$ cat src/rtl/multi_button_debounce.sv
// multi_button_debounce
// N_CH independent push-button channels. Each raw pin is polarity-corrected,
// passed through a 2-flop synchroniser and qualified by a 4-state debounce
// FSM that needs DEBOUNCE_CYCLES consecutive stable cycles before accepting
// a level change. Outputs are a debounced level, one-cycle press/release
// pulses and a wrapping per-channel press counter.
//
// Optional feature: define DEBOUNCE_REPEAT_EN to add auto-repeat press
// pulses while a button is held (first after REPEAT_DELAY cycles, then every
// REPEAT_PERIOD cycles). Without the macro no repeat logic exists.
module multi_button_debounce #(
    parameter int N_CH            = 2,
    parameter int DEBOUNCE_CYCLES = 600000,
    parameter int CNT_W           = 4,
    parameter int ACTIVE_LOW      = 1,
    parameter int REPEAT_DELAY    = 6000000,
    parameter int REPEAT_PERIOD   = 1200000
) (
    input  logic                    clk,
    input  logic                    rst,
    input  logic [N_CH-1:0]         btn_raw,
    output logic [N_CH-1:0]         btn_level,
    output logic [N_CH-1:0]         press_pulse,
    output logic [N_CH-1:0]         release_pulse,
    output logic [N_CH*CNT_W-1:0]   press_count
);

    localparam int                STAB_W    = $clog2(DEBOUNCE_CYCLES);
    localparam logic [STAB_W-1:0] STAB_LAST = STAB_W'(DEBOUNCE_CYCLES - 1);
    localparam logic [STAB_W-1:0] STAB_ONE  = STAB_W'(1);
    localparam logic [CNT_W-1:0]  CNT_ONE   = CNT_W'(1);

`ifdef DEBOUNCE_REPEAT_EN
    localparam int               RPT_MAX         = (REPEAT_DELAY > REPEAT_PERIOD) ? REPEAT_DELAY : REPEAT_PERIOD;
    localparam int               RPT_W           = $clog2(RPT_MAX + 1);
    localparam logic [RPT_W-1:0] RPT_DELAY_LAST  = RPT_W'(REPEAT_DELAY - 1);
    localparam logic [RPT_W-1:0] RPT_PERIOD_LAST = RPT_W'(REPEAT_PERIOD - 1);
    localparam logic [RPT_W-1:0] RPT_ONE         = RPT_W'(1);
`endif

    // Reject out-of-range configurations at elaboration time
    if (N_CH < 1 || N_CH > 8 || DEBOUNCE_CYCLES < 2 || DEBOUNCE_CYCLES > 1048575 ||
        CNT_W < 1 || REPEAT_DELAY < 1 || REPEAT_PERIOD < 1) begin : g_bad_param
        $error("multi_button_debounce: parameter out of range");
    end

    typedef enum logic [1:0] {
        ST_IDLE         = 2'd0,
        ST_PRESS_WAIT   = 2'd1,
        ST_PRESSED      = 2'd2,
        ST_RELEASE_WAIT = 2'd3
    } state_t;

    // Polarity is corrected at the pin so the synchroniser holds "pressed"
    // bits; its reset value of 0 then means "released", which forces a
    // button still held across reset to be re-qualified with full latency.
    // A single inverter per bit cannot create a multi-bit sampling hazard.
    logic [N_CH-1:0] pin_pressed_s;
    logic [N_CH-1:0] sync1_q;
    logic [N_CH-1:0] sync2_q;

    assign pin_pressed_s = (ACTIVE_LOW != 0) ? ~btn_raw : btn_raw;

    // Two-flop synchroniser for the asynchronous button pins
    always_ff @(posedge clk or posedge rst) begin
        if (rst) begin
            sync1_q <= '0;
            sync2_q <= '0;
        end else begin
            sync1_q <= pin_pressed_s;
            sync2_q <= sync1_q;
        end
    end

    for (genvar c = 0; c < N_CH; c++) begin : g_ch
        state_t            state_q;
        logic [STAB_W-1:0] stab_q;
        logic              level_q;
        logic              press_q;
        logic              release_q;
        logic [CNT_W-1:0]  count_q;
        logic              lvl_s;

        assign lvl_s = sync2_q[c];

`ifdef DEBOUNCE_REPEAT_EN
        logic [RPT_W-1:0] rpt_q;
        logic             rpt_periodic_q;
        logic             rpt_adv_s;
        logic             rpt_hold_s;
        logic             rpt_hit_s;

        // Repeat timer advances on every stable-pressed cycle, freezes while
        // a release is being qualified and clears once the channel is released
        always_comb begin
            rpt_adv_s  = 1'b0;
            rpt_hold_s = 1'b0;
            rpt_hit_s  = 1'b0;
            if (state_q == ST_PRESSED || state_q == ST_RELEASE_WAIT) begin
                rpt_adv_s  = lvl_s;
                rpt_hold_s = ~lvl_s;
            end else begin
                rpt_adv_s  = 1'b0;
                rpt_hold_s = 1'b0;
            end
            if (rpt_periodic_q) begin
                rpt_hit_s = (rpt_q == RPT_PERIOD_LAST);
            end else begin
                rpt_hit_s = (rpt_q == RPT_DELAY_LAST);
            end
        end
`endif

        // Debounce FSM with registered level, pulses and press counter
        always_ff @(posedge clk or posedge rst) begin
            if (rst) begin
                state_q   <= ST_IDLE;
                stab_q    <= '0;
                level_q   <= 1'b0;
                press_q   <= 1'b0;
                release_q <= 1'b0;
                count_q   <= '0;
`ifdef DEBOUNCE_REPEAT_EN
                rpt_q          <= '0;
                rpt_periodic_q <= 1'b0;
`endif
            end else begin
                press_q   <= 1'b0;
                release_q <= 1'b0;
                case (state_q)
                    ST_IDLE: begin
                        stab_q <= '0;
                        if (lvl_s) begin
                            state_q <= ST_PRESS_WAIT;
                        end else begin
                            state_q <= ST_IDLE;
                        end
                    end
                    ST_PRESS_WAIT: begin
                        if (!lvl_s) begin
                            state_q <= ST_IDLE;
                            stab_q  <= '0;
                        end else if (stab_q == STAB_LAST) begin
                            state_q <= ST_PRESSED;
                            stab_q  <= '0;
                            level_q <= 1'b1;
                            press_q <= 1'b1;
                            count_q <= count_q + CNT_ONE;
                        end else begin
                            stab_q <= stab_q + STAB_ONE;
                        end
                    end
                    ST_PRESSED: begin
                        stab_q <= '0;
                        if (!lvl_s) begin
                            state_q <= ST_RELEASE_WAIT;
                        end else begin
                            state_q <= ST_PRESSED;
                        end
                    end
                    ST_RELEASE_WAIT: begin
                        if (lvl_s) begin
                            state_q <= ST_PRESSED;
                            stab_q  <= '0;
                        end else if (stab_q == STAB_LAST) begin
                            state_q   <= ST_IDLE;
                            stab_q    <= '0;
                            level_q   <= 1'b0;
                            release_q <= 1'b1;
                        end else begin
                            stab_q <= stab_q + STAB_ONE;
                        end
                    end
                    default: begin
                        state_q <= ST_IDLE;
                        stab_q  <= '0;
                        level_q <= 1'b0;
                    end
                endcase
`ifdef DEBOUNCE_REPEAT_EN
                if (rpt_adv_s) begin
                    if (rpt_hit_s) begin
                        press_q        <= 1'b1;
                        rpt_q          <= '0;
                        rpt_periodic_q <= 1'b1;
                    end else begin
                        rpt_q <= rpt_q + RPT_ONE;
                    end
                end else if (rpt_hold_s) begin
                    rpt_q          <= rpt_q;
                    rpt_periodic_q <= rpt_periodic_q;
                end else begin
                    rpt_q          <= '0;
                    rpt_periodic_q <= 1'b0;
                end
`endif
            end
        end

        assign btn_level[c]                   = level_q;
        assign press_pulse[c]                 = press_q;
        assign release_pulse[c]               = release_q;
        assign press_count[c*CNT_W +: CNT_W]  = count_q;
    end

endmodule

$ cat config.mk
export PLATFORM = sky130hd
export DESIGN_NAME = multi_button_debounce
export DESIGN_NICKNAME = d
export VERILOG_FILES = /design/src/rtl/multi_button_debounce.sv
export SDC_FILE = /design/constraint.sdc
export NUM_CORES = 1
export LEC_CHECK = 0
export ABC_CLOCK_PERIOD_IN_PS = 1950
export BUFFER_PORTS_ARGS = -buffer_cell sky130_fd_sc_hd__buf_2
export CORE_MARGIN = 1.5
export CORE_UTILIZATION = 45
export CTS_CLUSTER_DIAMETER = 60
export DETAILED_ROUTE_END_ITERATION = 7
export PLACE_DENSITY = 0.63
export SLEW_MARGIN = 20
export SYNTH_ARGS = -nofsm -noshare
export SYNTH_HDL_FRONTEND = slang
export SYNTH_SLANG_ARGS = --single-unit
$ cat constraint.sdc
create_clock -name clk -period 1.95 [get_ports clk]
set_clock_uncertainty 0.2 [all_clocks]
set_input_delay 0.2925 -clock clk [delete_from_list [all_inputs] [get_ports clk]]
set_output_delay 0.2925 -clock clk [all_outputs]
set_load 0.02 [all_outputs]
==> results.cfg <==
[global_route]
number_of_global_route_vias_before_repair = 2296
final_global_route_overflow_total = 0
groute.usage.overall_pct = 17.94
antenna_found_initial = 0
grt_max_degree = 44
wire_length_of_the_first_global_routing_pass_um = 10290

[sta]
worst_pin_slew_ns = 0.4760
final_hold_viol_count = 0
postLayoutSetupSlackWorst_ns = 0.009913
maxSlewHeadroom_pct = 68.03
final_max_slew_viol_count = 0
rsz0062_at_grt = yes
setup_viol_count_final = 0
max_freq_mhz = 515.4
timing.final.crit_share_pct = 99.49
post_route_minimum_period_ns = 1.940

[final_layout]
antenna_cells = 0
n_fill_cell = 578
final_nets = 369
drive_above_1_share_pct = 28.69
design_area_um2 = 3919
leading_cell_type_in_the_layout_fill_and_taps_excluded = sky130_fd_sc_hd__dfrtp_1
layout_common_cells = sky130_fd_sc_hd__dfrtp_1, sky130_fd_sc_hd__buf_4, sky130_fd_sc_hd__nor2_1, sky130_fd_sc_hd__xnor2_1, sky130_fd_sc_hd__nand3_1
area_growth_syn_to_layout_pct = 25.43
instances_no_fill = 446
final_util_pct = 58.00

[clock_network]
cts_htree_levels = 3
cts_setup_buffers = 0
worst_skew_late_latency_ns = 0.34
cts_buffers = 9
clock_sinks = 62
worst_setup_hold_path_clk_slew_ns = 0.07
root_buffer = sky130_fd_sc_hd__clkbuf_8
clk_path_buf_depth = 2
clock_tree_from_tritoncts = built

[worst_hold_path]
timing.hold.worst.class = reg -> reg
worstHoldPathCells = 0
hold_path_startpoint = sync1_q[0]
hold-path-endpoint = sync2_q[0]

[detailed_routing]
dr.pass1.iters = 4
remaining_drc_errors = 0
wire_per_inst_um = 13.36
vias = 2321
drt_wl_total_um = 5959
ant_nets = 0
drt_iter0_markers = 104
drt-vias-per-instance = 5.204

[synth]
synthXorXnorAreaFrac_pct = 10.09
synthesized_area_fraction_occupied_by_ao_oa_aoi_and_oai_cells_pct = 4.045
synthSimpleGateAreaFrac_pct = 27.51
syn-instance-count = 297
yosysUniqueCellTypes = 47
mappedNetlistArea_um2 = 3124
area_share_of_fa_ha_maj_cells_after_synthesis_pct = 1.602
synth_top_cell_by_area = sky130_fd_sc_hd__dfrtp_1
synthesis.nets = 305
synth_edf_count = 0
seq_cells_post_synth = 62
async_reset_ff_share_pct = 100.0
synthesis.area_per_instance_um2 = 10.52
yosysTopAreaCellShare_pct = 49.66
synth_flop_cell = sky130_fd_sc_hd__dfrtp_1
synth.yosys.warnings = 0
muxShareOfSynthArea_pct = 2.763
synth_area_leaders = sky130_fd_sc_hd__dfrtp_1, sky130_fd_sc_hd__xnor2_1, sky130_fd_sc_hd__nor2_1, sky130_fd_sc_hd__xor2_1, sky130_fd_sc_hd__nand3_1
combinational_family_with_the_most_area_after_synthesis = simple AND/OR/NAND/NOR gates
synth_sequential_area_ratio_pct = 49.66

[critical_path]
worst_r2r_startpoint = g_ch[0].stab_q[11]
worst_r2r_endpoint = g_ch[0].count_q[1]
critical_path_arrival_ns = 1.97
cpPeakStageDelay_ns = 0.37
criticalPathCategory = reg -> reg
reg2reg_slack_ns = 0.01
worst_r2r_path_depth = 5
worst_path_max_delay_cell = sky130_fd_sc_hd__dfrtp_1
critPathMaxFanout = 3
critPathCaptureType = flip-flop
crit_path_cell_trace = or2_1 > or3_4 > buf_6 > nor3_4 > mux2_4
startpoint_type = flip-flop
worst-endpoint-required_ns = 1.98
cp.buffers_inverters = 1
crit_family = simple AND/OR/NAND/NOR gates

[placed_design]
place_inst = 427
pre_cts_ws_ns = -0.07695
place.gp.congestion = 0.7711
placed_cell_area_um2 = 3601
placement.io_buffers = 17
hpwlAfterDp_um = 4162

[power]
static_leakage_nw = 1.751
post-layout-total-power_mw = 2.649
pwr_density_cell_nw_per_um2 = 676.0
peakVddDrop_mv = 0.2996

[die]
top_level_ports = 18
width_of_the_chip_um = 86.33
fp.dieArea_um2 = 7452
rows = 30
core_area_um2 = 6756
initial_utilization_pct = 46.24
fp.dieH_um = 86.33

[status]
status = completed

[job]
timing.max_cap.violations = 0
==> kinds of logic after synthesis <==
group           after synthesis
compound gates               18
xor+xnor                     36
fa+ha+maj                     4
buf+inv                      24
flops                        62
mux                           8
simple gates                145
==> worst max-delay path by stage <==
stage                       start                  to  slack (ns)  cells past startpoint
2_1_floorplan  g_ch[1].stab_q[14]  g_ch[1].count_q[1]       -0.05                      4
3_3_place_gp   g_ch[1].stab_q[14]     g_ch[1].level_q       -0.01                      4
3_5_place_dp   g_ch[1].stab_q[14]           flip-flop       -0.08                      4
4_1_cts        g_ch[1].stab_q[15]           flip-flop       -0.02                      4
5_1_grt        g_ch[1].stab_q[15]           flip-flop       -0.07                      4
6_report       g_ch[0].stab_q[11]  g_ch[0].count_q[1]        0.01                      5
==> metrics by stage <==
stage	hold WS, ns	setup TNS (ns)
2_1_floorplan	0.1312	-0.2266
3_3_place_gp	0.1266	-0.02608
3_5_place_dp	0.1347	-0.2340
4_1_cts	0.1503	-0.01771
5_1_grt	0.1576	-1.154
6_report	0.1497	0
==> power by group <==
group | internal [mW] | total, mW | switching (mW) | leakage [nW]
logic | 0.0289 | 0.0816 | 0.0527 | 0.792
registers | 1.30 | 1.31 | 0.0100 | 0.851
clock network | 0.749 | 1.26 | 0.512 | 0.108
==> synth_stat cells, drive strengths merged (2+ instances only) <==
master	count
or3	4
nor4	16
nor2	39
nor3	9
nand3	19
mux2	5
nand2	15
xor2	12
and2	6
buf	10
o21ai	5
nand4	14
xnor2	24
nor2b	2
ha	4
dfrtp	62
a31oi	2
mux2i	3
inv	13
and4	2
a21oi	6
nor3b	2
and3	5
nand2b	4
or2	2
==> state kept, by name (all words and copies together) (netlist names), named ones only <==
name and count:
g_ch.count_q 8, g_ch.release_q 2, g_ch.stab_q 40, g_ch.level_q 2, g_ch.state_q 2, sync2_q 2
sync1_q 2, g_ch.press_q 2
==> layout make-up <==
cell class                      instances  area, um^2  area share (%)
Clock inverter                          6       85.08           2.171
Timing Repair Buffer                   64       486.7           12.42
Clock buffer                           10       137.6           3.512
Multi-Input combinational cell        211        1505           38.41
Sequential cell                        62        1551           39.59
Tap cell                               80       100.1           2.554
Inverter                               13       52.55           1.341
==> per-layer routing <==
| metal | routed length, um | vias up | GRT usage, % |
|---|---|---|---|
| li1 | - | 1159 | - |
| met1 | 2901 | 1116 | 23.10 |
| met2 | 2757 | 37 | 28.13 |
| met3 | 172 | 9 | 3.143 |
| met4 | 128 | 0 | 11.00 |
| met5 | 0 | - | 0 |
==> what timing repair did <==
item	in CTS	in global routing
gates resized for setup	4	9
endpoints found under the setup margin	8	30
cloned	0	0
hold endpoints to repair	21	0
hold buffers	3	0
pin swaps	5	4
Power figures use the tool's default switching activity.
